`src/rtl/mdu_iter_if.sv`:
```
// rtl/mdu_iter_if.sv - start/ready handshake bundle between EX and the iterative multiply/divide unit
// div_zero_o exists only when MDU_DIVZERO_FLAG_EN is defined.
interface mdu_iter_if #(parameter int WIDTH = 32);
  logic                   start_i;
  logic                   annul_i;
  logic [1:0]             op_i;
  logic [WIDTH-1:0]       opdata1_i;
  logic [WIDTH-1:0]       opdata2_i;
  logic [2*WIDTH-1:0]     result_o;
  logic                   ready_o;
  logic                   busy_o;
`ifdef MDU_DIVZERO_FLAG_EN
  logic                   div_zero_o;

  modport master (output start_i, annul_i, op_i, opdata1_i, opdata2_i,
                  input  result_o, ready_o, busy_o, div_zero_o);
  modport slave  (input  start_i, annul_i, op_i, opdata1_i, opdata2_i,
                  output result_o, ready_o, busy_o, div_zero_o);
`else
  modport master (output start_i, annul_i, op_i, opdata1_i, opdata2_i,
                  input  result_o, ready_o, busy_o);
  modport slave  (input  start_i, annul_i, op_i, opdata1_i, opdata2_i,
                  output result_o, ready_o, busy_o);
`endif
endinterface

```
`src/rtl/mdu_iter.sv`:
```
// rtl/mdu_iter.sv - iterative shift-add multiplier / restoring divider, signed and unsigned
// Optional zero-divisor flag output under MDU_DIVZERO_FLAG_EN.
module mdu_iter #(
  parameter int WIDTH = 32
) (
  input  logic      clk,
  input  logic      rst,
  mdu_iter_if.slave bus
);
  localparam int CW = $clog2(WIDTH) + 1;

  typedef enum logic [1:0] {IDLE, CALC, DONE} state_t;

  state_t             state_q, state_d;
  logic [CW-1:0]      cnt_q, cnt_d;
  logic [1:0]         op_q, op_d;
  logic [WIDTH-1:0]   dsr_q, dsr_d;
  logic [2*WIDTH-1:0] work_q, work_d;
  logic [2*WIDTH-1:0] result_q, result_d;
  logic               neg_q, neg_d;
  logic               rneg_q, rneg_d;
`ifdef MDU_DIVZERO_FLAG_EN
  logic               dz_q, dz_d;
`endif

  logic               s1, s2;
  logic [WIDTH-1:0]   a_mag, b_mag;
  logic [WIDTH:0]     mul_sum;
  logic [WIDTH:0]     div_sh, div_diff;
  logic               div_ge;
  logic [2*WIDTH-1:0] iter_next, fixed;
  logic [WIDTH-1:0]   q_raw, r_raw;

  // Multiply keeps {partial_hi, multiplier} in work_q with the multiplicand in dsr_q;
  // divide keeps {remainder, dividend/quotient} with the divisor in dsr_q.
  always_comb begin
    s1       = bus.op_i[0] & bus.opdata1_i[WIDTH-1];
    s2       = bus.op_i[0] & bus.opdata2_i[WIDTH-1];
    a_mag    = s1 ? -bus.opdata1_i : bus.opdata1_i;
    b_mag    = s2 ? -bus.opdata2_i : bus.opdata2_i;

    mul_sum  = {1'b0, work_q[2*WIDTH-1:WIDTH]} + (work_q[0] ? {1'b0, dsr_q} : '0);
    div_sh   = work_q[2*WIDTH-1:WIDTH-1];
    div_diff = div_sh - {1'b0, dsr_q};
    div_ge   = ~div_diff[WIDTH];

    if (op_q[1])
      iter_next = {(div_ge ? div_diff[WIDTH-1:0] : div_sh[WIDTH-1:0]), work_q[WIDTH-2:0], div_ge};
    else
      iter_next = {mul_sum, work_q[WIDTH-1:1]};

    r_raw = iter_next[2*WIDTH-1:WIDTH];
    q_raw = iter_next[WIDTH-1:0];
    if (op_q[1])
      fixed = {(rneg_q ? -r_raw : r_raw), (neg_q ? -q_raw : q_raw)};
    else
      fixed = neg_q ? -iter_next : iter_next;
  end

  always_comb begin
    state_d  = state_q;
    cnt_d    = cnt_q;
    op_d     = op_q;
    dsr_d    = dsr_q;
    work_d   = work_q;
    result_d = result_q;
    neg_d    = neg_q;
    rneg_d   = rneg_q;
`ifdef MDU_DIVZERO_FLAG_EN
    dz_d     = dz_q;
`endif
    case (state_q)
      IDLE: begin
        if (bus.start_i && !bus.annul_i) begin
          op_d   = bus.op_i;
          neg_d  = s1 ^ s2;
          rneg_d = s1;
          cnt_d  = '0;
          if (bus.op_i[1] && bus.opdata2_i == '0) begin
            state_d  = DONE;
            result_d = '0;
`ifdef MDU_DIVZERO_FLAG_EN
            dz_d     = 1'b1;
`endif
          end else begin
            state_d = CALC;
            if (bus.op_i[1]) begin
              dsr_d  = b_mag;
              work_d = {{WIDTH{1'b0}}, a_mag};
            end else begin
              dsr_d  = a_mag;
              work_d = {{WIDTH{1'b0}}, b_mag};
            end
          end
        end
      end
      CALC: begin
        if (bus.annul_i) begin
          state_d = IDLE;
        end else begin
          work_d = iter_next;
          cnt_d  = cnt_q + 1'b1;
          if (cnt_q == CW'(WIDTH - 1)) begin
            result_d = fixed;
            state_d  = DONE;
          end
        end
      end
      DONE: begin
        if (bus.annul_i || !bus.start_i) begin
          state_d = IDLE;
`ifdef MDU_DIVZERO_FLAG_EN
          dz_d    = 1'b0;
`endif
        end
      end
      default: state_d = IDLE;
    endcase
  end

  always_ff @(posedge clk) begin
    if (rst) begin
      state_q  <= IDLE;
      cnt_q    <= '0;
      op_q     <= '0;
      dsr_q    <= '0;
      work_q   <= '0;
      result_q <= '0;
      neg_q    <= 1'b0;
      rneg_q   <= 1'b0;
`ifdef MDU_DIVZERO_FLAG_EN
      dz_q     <= 1'b0;
`endif
    end else begin
      state_q  <= state_d;
      cnt_q    <= cnt_d;
      op_q     <= op_d;
      dsr_q    <= dsr_d;
      work_q   <= work_d;
      result_q <= result_d;
      neg_q    <= neg_d;
      rneg_q   <= rneg_d;
`ifdef MDU_DIVZERO_FLAG_EN
      dz_q     <= dz_d;
`endif
    end
  end

  assign bus.result_o = result_q;
  assign bus.busy_o   = (state_q == CALC);
  assign bus.ready_o  = (state_q == DONE);
`ifdef MDU_DIVZERO_FLAG_EN
  assign bus.div_zero_o = dz_q;
`endif
endmodule

```
`src/flat_wrapper.sv`:
```
// flat-port wrapper written by rule: the top's interface ports become plain ports
module mdu_iter_flat 
#(
  parameter int WIDTH = 32
)
  (clk, rst, bus_start_i, bus_annul_i, bus_op_i, bus_opdata1_i, bus_opdata2_i, bus_result_o, bus_ready_o, bus_busy_o);
  mdu_iter_if #(.WIDTH(WIDTH)) bus_i ();
  input  logic clk;
  input  logic rst;
  input wire logic [$bits(bus_i.start_i)-1:0] bus_start_i;
  input wire logic [$bits(bus_i.annul_i)-1:0] bus_annul_i;
  input wire logic [$bits(bus_i.op_i)-1:0] bus_op_i;
  input wire logic [$bits(bus_i.opdata1_i)-1:0] bus_opdata1_i;
  input wire logic [$bits(bus_i.opdata2_i)-1:0] bus_opdata2_i;
  output wire logic [$bits(bus_i.result_o)-1:0] bus_result_o;
  output wire logic [$bits(bus_i.ready_o)-1:0] bus_ready_o;
  output wire logic [$bits(bus_i.busy_o)-1:0] bus_busy_o;
  assign bus_i.start_i = bus_start_i;
  assign bus_i.annul_i = bus_annul_i;
  assign bus_i.op_i = bus_op_i;
  assign bus_i.opdata1_i = bus_opdata1_i;
  assign bus_i.opdata2_i = bus_opdata2_i;
  assign bus_result_o = bus_i.result_o;
  assign bus_ready_o = bus_i.ready_o;
  assign bus_busy_o = bus_i.busy_o;
  mdu_iter #(.WIDTH(WIDTH)) u_core (.clk(clk), .rst(rst), .bus(bus_i));
endmodule
```
`config.mk`:
```
export PLATFORM = sky130hd
export DESIGN_NAME = mdu_iter_flat
export DESIGN_NICKNAME = d
export VERILOG_FILES = /design/src/rtl/mdu_iter_if.sv /design/src/rtl/mdu_iter.sv /design/src/flat_wrapper.sv
export SDC_FILE = /design/constraint.sdc
export NUM_CORES = 1
export LEC_CHECK = 0
export BUFFER_PORTS_ARGS = -buffer_cell sky130_fd_sc_hd__buf_4
export CAP_MARGIN = 20
export CORE_ASPECT_RATIO = 0.75
export CORE_UTILIZATION = 41
export CTS_CLUSTER_DIAMETER = 80
export DETAILED_ROUTE_END_ITERATION = 10
export SLEW_MARGIN = 20
export SYNTH_ARGS = -nofsm -noshare
export SYNTH_HDL_FRONTEND = slang
export SYNTH_SLANG_ARGS = --single-unit
```
`constraint.sdc`:
```
create_clock -name clk -period 15.2 [get_ports clk]
set_input_delay 2.28 -clock clk [delete_from_list [all_inputs] [get_ports clk]]
set_output_delay 2.28 -clock clk [all_outputs]
set_load 0.02 [all_outputs]
```
==> results.cfg <==
[cts]
cts_tree = done
post_cts_resized = 0
cts_buffers = 17
cts_buffer_depth = 2
path_clk_slew_ps = 80
cts_setup_buffers = 0
insertion_delay_ps = 450
htree_levels = 4
clock_sink_count = 171
cts_hold_buf = 0
cts_root_buffer = clkbuf_16

[die]
die_height_um = 169
start_util = 0.420
core_mm2 = 0.0362
die_w_um = 224
pin_count = 136
rows = 60
dieArea_mm2 = 0.0379

[timing]
setup_tns_ps = 0
rsz0062_at_grt = no
min_period_ps = 6440
finalSetupViolations = 0
clock.fmax_ghz = 0.155
finClkSkew_ps = 12.7
report.final.slew_viol_count = 0
worst_slew_pin_slew_ps = 1060
relSlewSlack = 0.290
min_period_over_period = 0.423
finalHoldViolations = 0

[drt]
drc_errors = 0
wirelength_um = 59000
vias = 16500
dr.pass1.iters = 6
via_per_inst = 6.16
drtAntennaViolNets = 0
wl_per_cell_um = 22.0
drt_iter0_markers = 2220

[synthesis]
synth.distinct_cells = 98
synth_edf_count = 0
netlist_area_mm2 = 0.0152
synth_ff_type = dfxtp_1
async_flop_share = 0
syn_avg_cell_area_um2 = 7.16
synthCells = 2122
synth-seq-area-share = 0.225
yosysWarnings = 0
ys_ff_latch = 171
synth_nets = 2263

[run]
max-cap-violations = 0

[final_layout]
final_cells = 2680
syn2layout_area_growth_pct = 12.9
nFillCells = 3685
nNetsFinal = 2312
n_antenna_cell = 0
layout-drive-gt1-share = 0.111
design_area_mm2 = 0.0172

[critical_path]
cpPeakStageDelay_ps = 580
cp-end-kind = register
reg2reg_from = u_core.work_q[31]
worst_setup_path_start_kind = input pin
r2r_slack_ps = 9080
path_delay_family = simple AND/OR/NAND/NOR gates
slowest_stage = nor3b_1
crit_start = bus_opdata2_i[8]
crit_type = in2reg
r2r_cells = 22
worstPathRequired_ps = 15550
reg2reg_to = u_core.bus.result_o[60]
crit_chain = buf_4 > or4_1 > or3_1 > nor3_1 > nor3b_1 > and2_1 > nand4b_1 > nor3b_1 > a21oi_1 > or3_1 > buf_4 > and2_1 > a22o_1
arrival_ps = 6790
critPathMaxFanout = 43
path_buf_inv = 2

[placement]
numPortBuffers = 135
gp_congestion = 1.07
dpl.cell_count = 2647
dpl-instance-area_mm2 = 0.0165
hpwl_um = 45700

[global_route]
grtUsageTotal = 0.304
overflow = 0
grt_pass1_vias = 14300
antenna_found_initial = 0
grt_max_degree = 100
grt_pass1_wl_um = 88300

[worst_hold_path]
min_path_cells = 2
hold_start = u_core.bus.result_o[50]
hp-class = reg2reg
min_to = u_core.bus.result_o[50]

[power_and_ir_drop]
peakVddDrop_uv = 80.6
leakagePower_nw = 6.82
power.density_mw_per_mm2 = 79.1

[status]
status = completed
==> metal layers <==
metal / part of all wire / track usage / vias to the layer above
met5: 0 / 0 / -
met4: 0.016 / 0.0547 / 0
met3: 0.12 / 0.0748 / 48
met2: 0.37 / 0.394 / 878
met1: 0.49 / 0.488 / 7812
li1: - / - / 7764
==> per-stage QoR <==
stage	utilization	setup slack, ps	hold slack (ps)	power, mW
after floorplan	-	9620	440	0.745
after global placement	0.456	8610	437	0.879
after detailed placement	0.457	8440	445	0.881
after CTS	0.474	8830	458	1.34
after global routing	0.474	8520	468	1.41
final	0.474	8760	452	1.36
==> sequential cells by signal, indices dropped and copies added, names as in the netlist <==
register	flops
u_core.dsr_q	32
u_core.bus.result_o	64
u_core.rneg_q	1
u_core.cnt_q	6
u_core.work_q	64
u_core.state_q	2
u_core.neg_q	1
u_core.op_q	1
==> placed cells by master (no fill, tap or decap), types with 33 or more instances in the layout <==
master,Yosys,layout
nor2_1,266,264
nand2_1,234,234
a21oi_1,180,180
dfxtp_1,171,169
buf_4,1,156
o21ai_0,135,135
xnor2_1,87,87
xor2_1,79,79
nor3_1,73,71
inv_1,70,70
ha_1,69,69
a22oi_1,56,56
o211ai_1,55,55
and2_1,45,45
mux2i_1,40,40
nand3_1,33,33
==> synth_stat cells (10+ instances only) <==
cell      count  area share
a211oi_1     32       0.016
a21o_1       23       0.011
a21oi_1     180       0.059
a22oi_1      56       0.028
a31oi_1      27       0.011
and2_1       45       0.019
and3_1       17      0.0070
buf_1        10      0.0025
clkbuf_1    109       0.027
dfxtp_1     171        0.23
ha_1         69       0.057
inv_1        70       0.017
mux2_2       12      0.0089
mux2i_1      40       0.026
nand2_1     234       0.058
nand2b_1     15      0.0062
nand3_1      33       0.011
nand4_1      13      0.0054
nor2_1      266       0.066
nor2b_1      15      0.0062
nor3_1       73       0.024
nor4_1       16      0.0066
o211ai_1     55       0.027
o21a_1       13      0.0064
o21ai_0     135       0.044
o31ai_1      18      0.0089
or3_1        13      0.0054
xnor2_1      87       0.050
xor2_1       79       0.046
==> report_power, final <==
part	switching [mW]	internal (mW)	total, mW
logic	0.271	0.138	0.409
registers	0.0191	0.461	0.480
clock network	0.228	0.241	0.469
==> worst max path at each step <==
| stage | endpoint | depth (start not counted) |
|---|---|---|
| final | u_core.bus.result_o[47] | 13 |
| after detailed placement | u_core.bus.result_o[47] | 13 |
| after CTS | u_core.bus.result_o[34] | 21 |
| after global routing | u_core.bus.result_o[43] | 14 |
| after floorplan | u_core.bus.result_o[23] | 15 |
| after global placement | u_core.bus.result_o[60] | 13 |
==> kinds of logic (layout without fill, tap and decap cells) <==
group,after synthesis,after routing,share of synthesized area
flip-flops,171,171,0.225
adder cells (fa/ha/maj),71,71,0.0594
AND/OR/NAND/NOR,791,791,0.242
AO/OA/AOI/OAI,671,671,0.291
buffers and inverters,200,262,0.0516
XOR/XNOR,166,166,0.0957
multiplexers,52,52,0.0352
==> tightest hold or removal path: stages, from the launching register on <==
cell     delay (ps)
dfxtp_1         310
nand2_1          50
o21ai_1          50
==> cell type report <==
| type | instances | area [um2] | area share |
|---|---|---|---|
| multi-input combinational | 1751 | 11000 | 0.642 |
| timing repair buffer | 159 | 1200 | 0.0701 |
| clock inverter | 14 | 180 | 0.0105 |
| sequential | 171 | 3430 | 0.200 |
| inverter | 71 | 267 | 0.0155 |
| clock buffer | 18 | 439 | 0.0256 |
| tap | 496 | 621 | 0.0362 |
(Power assumes the default switching activity.)
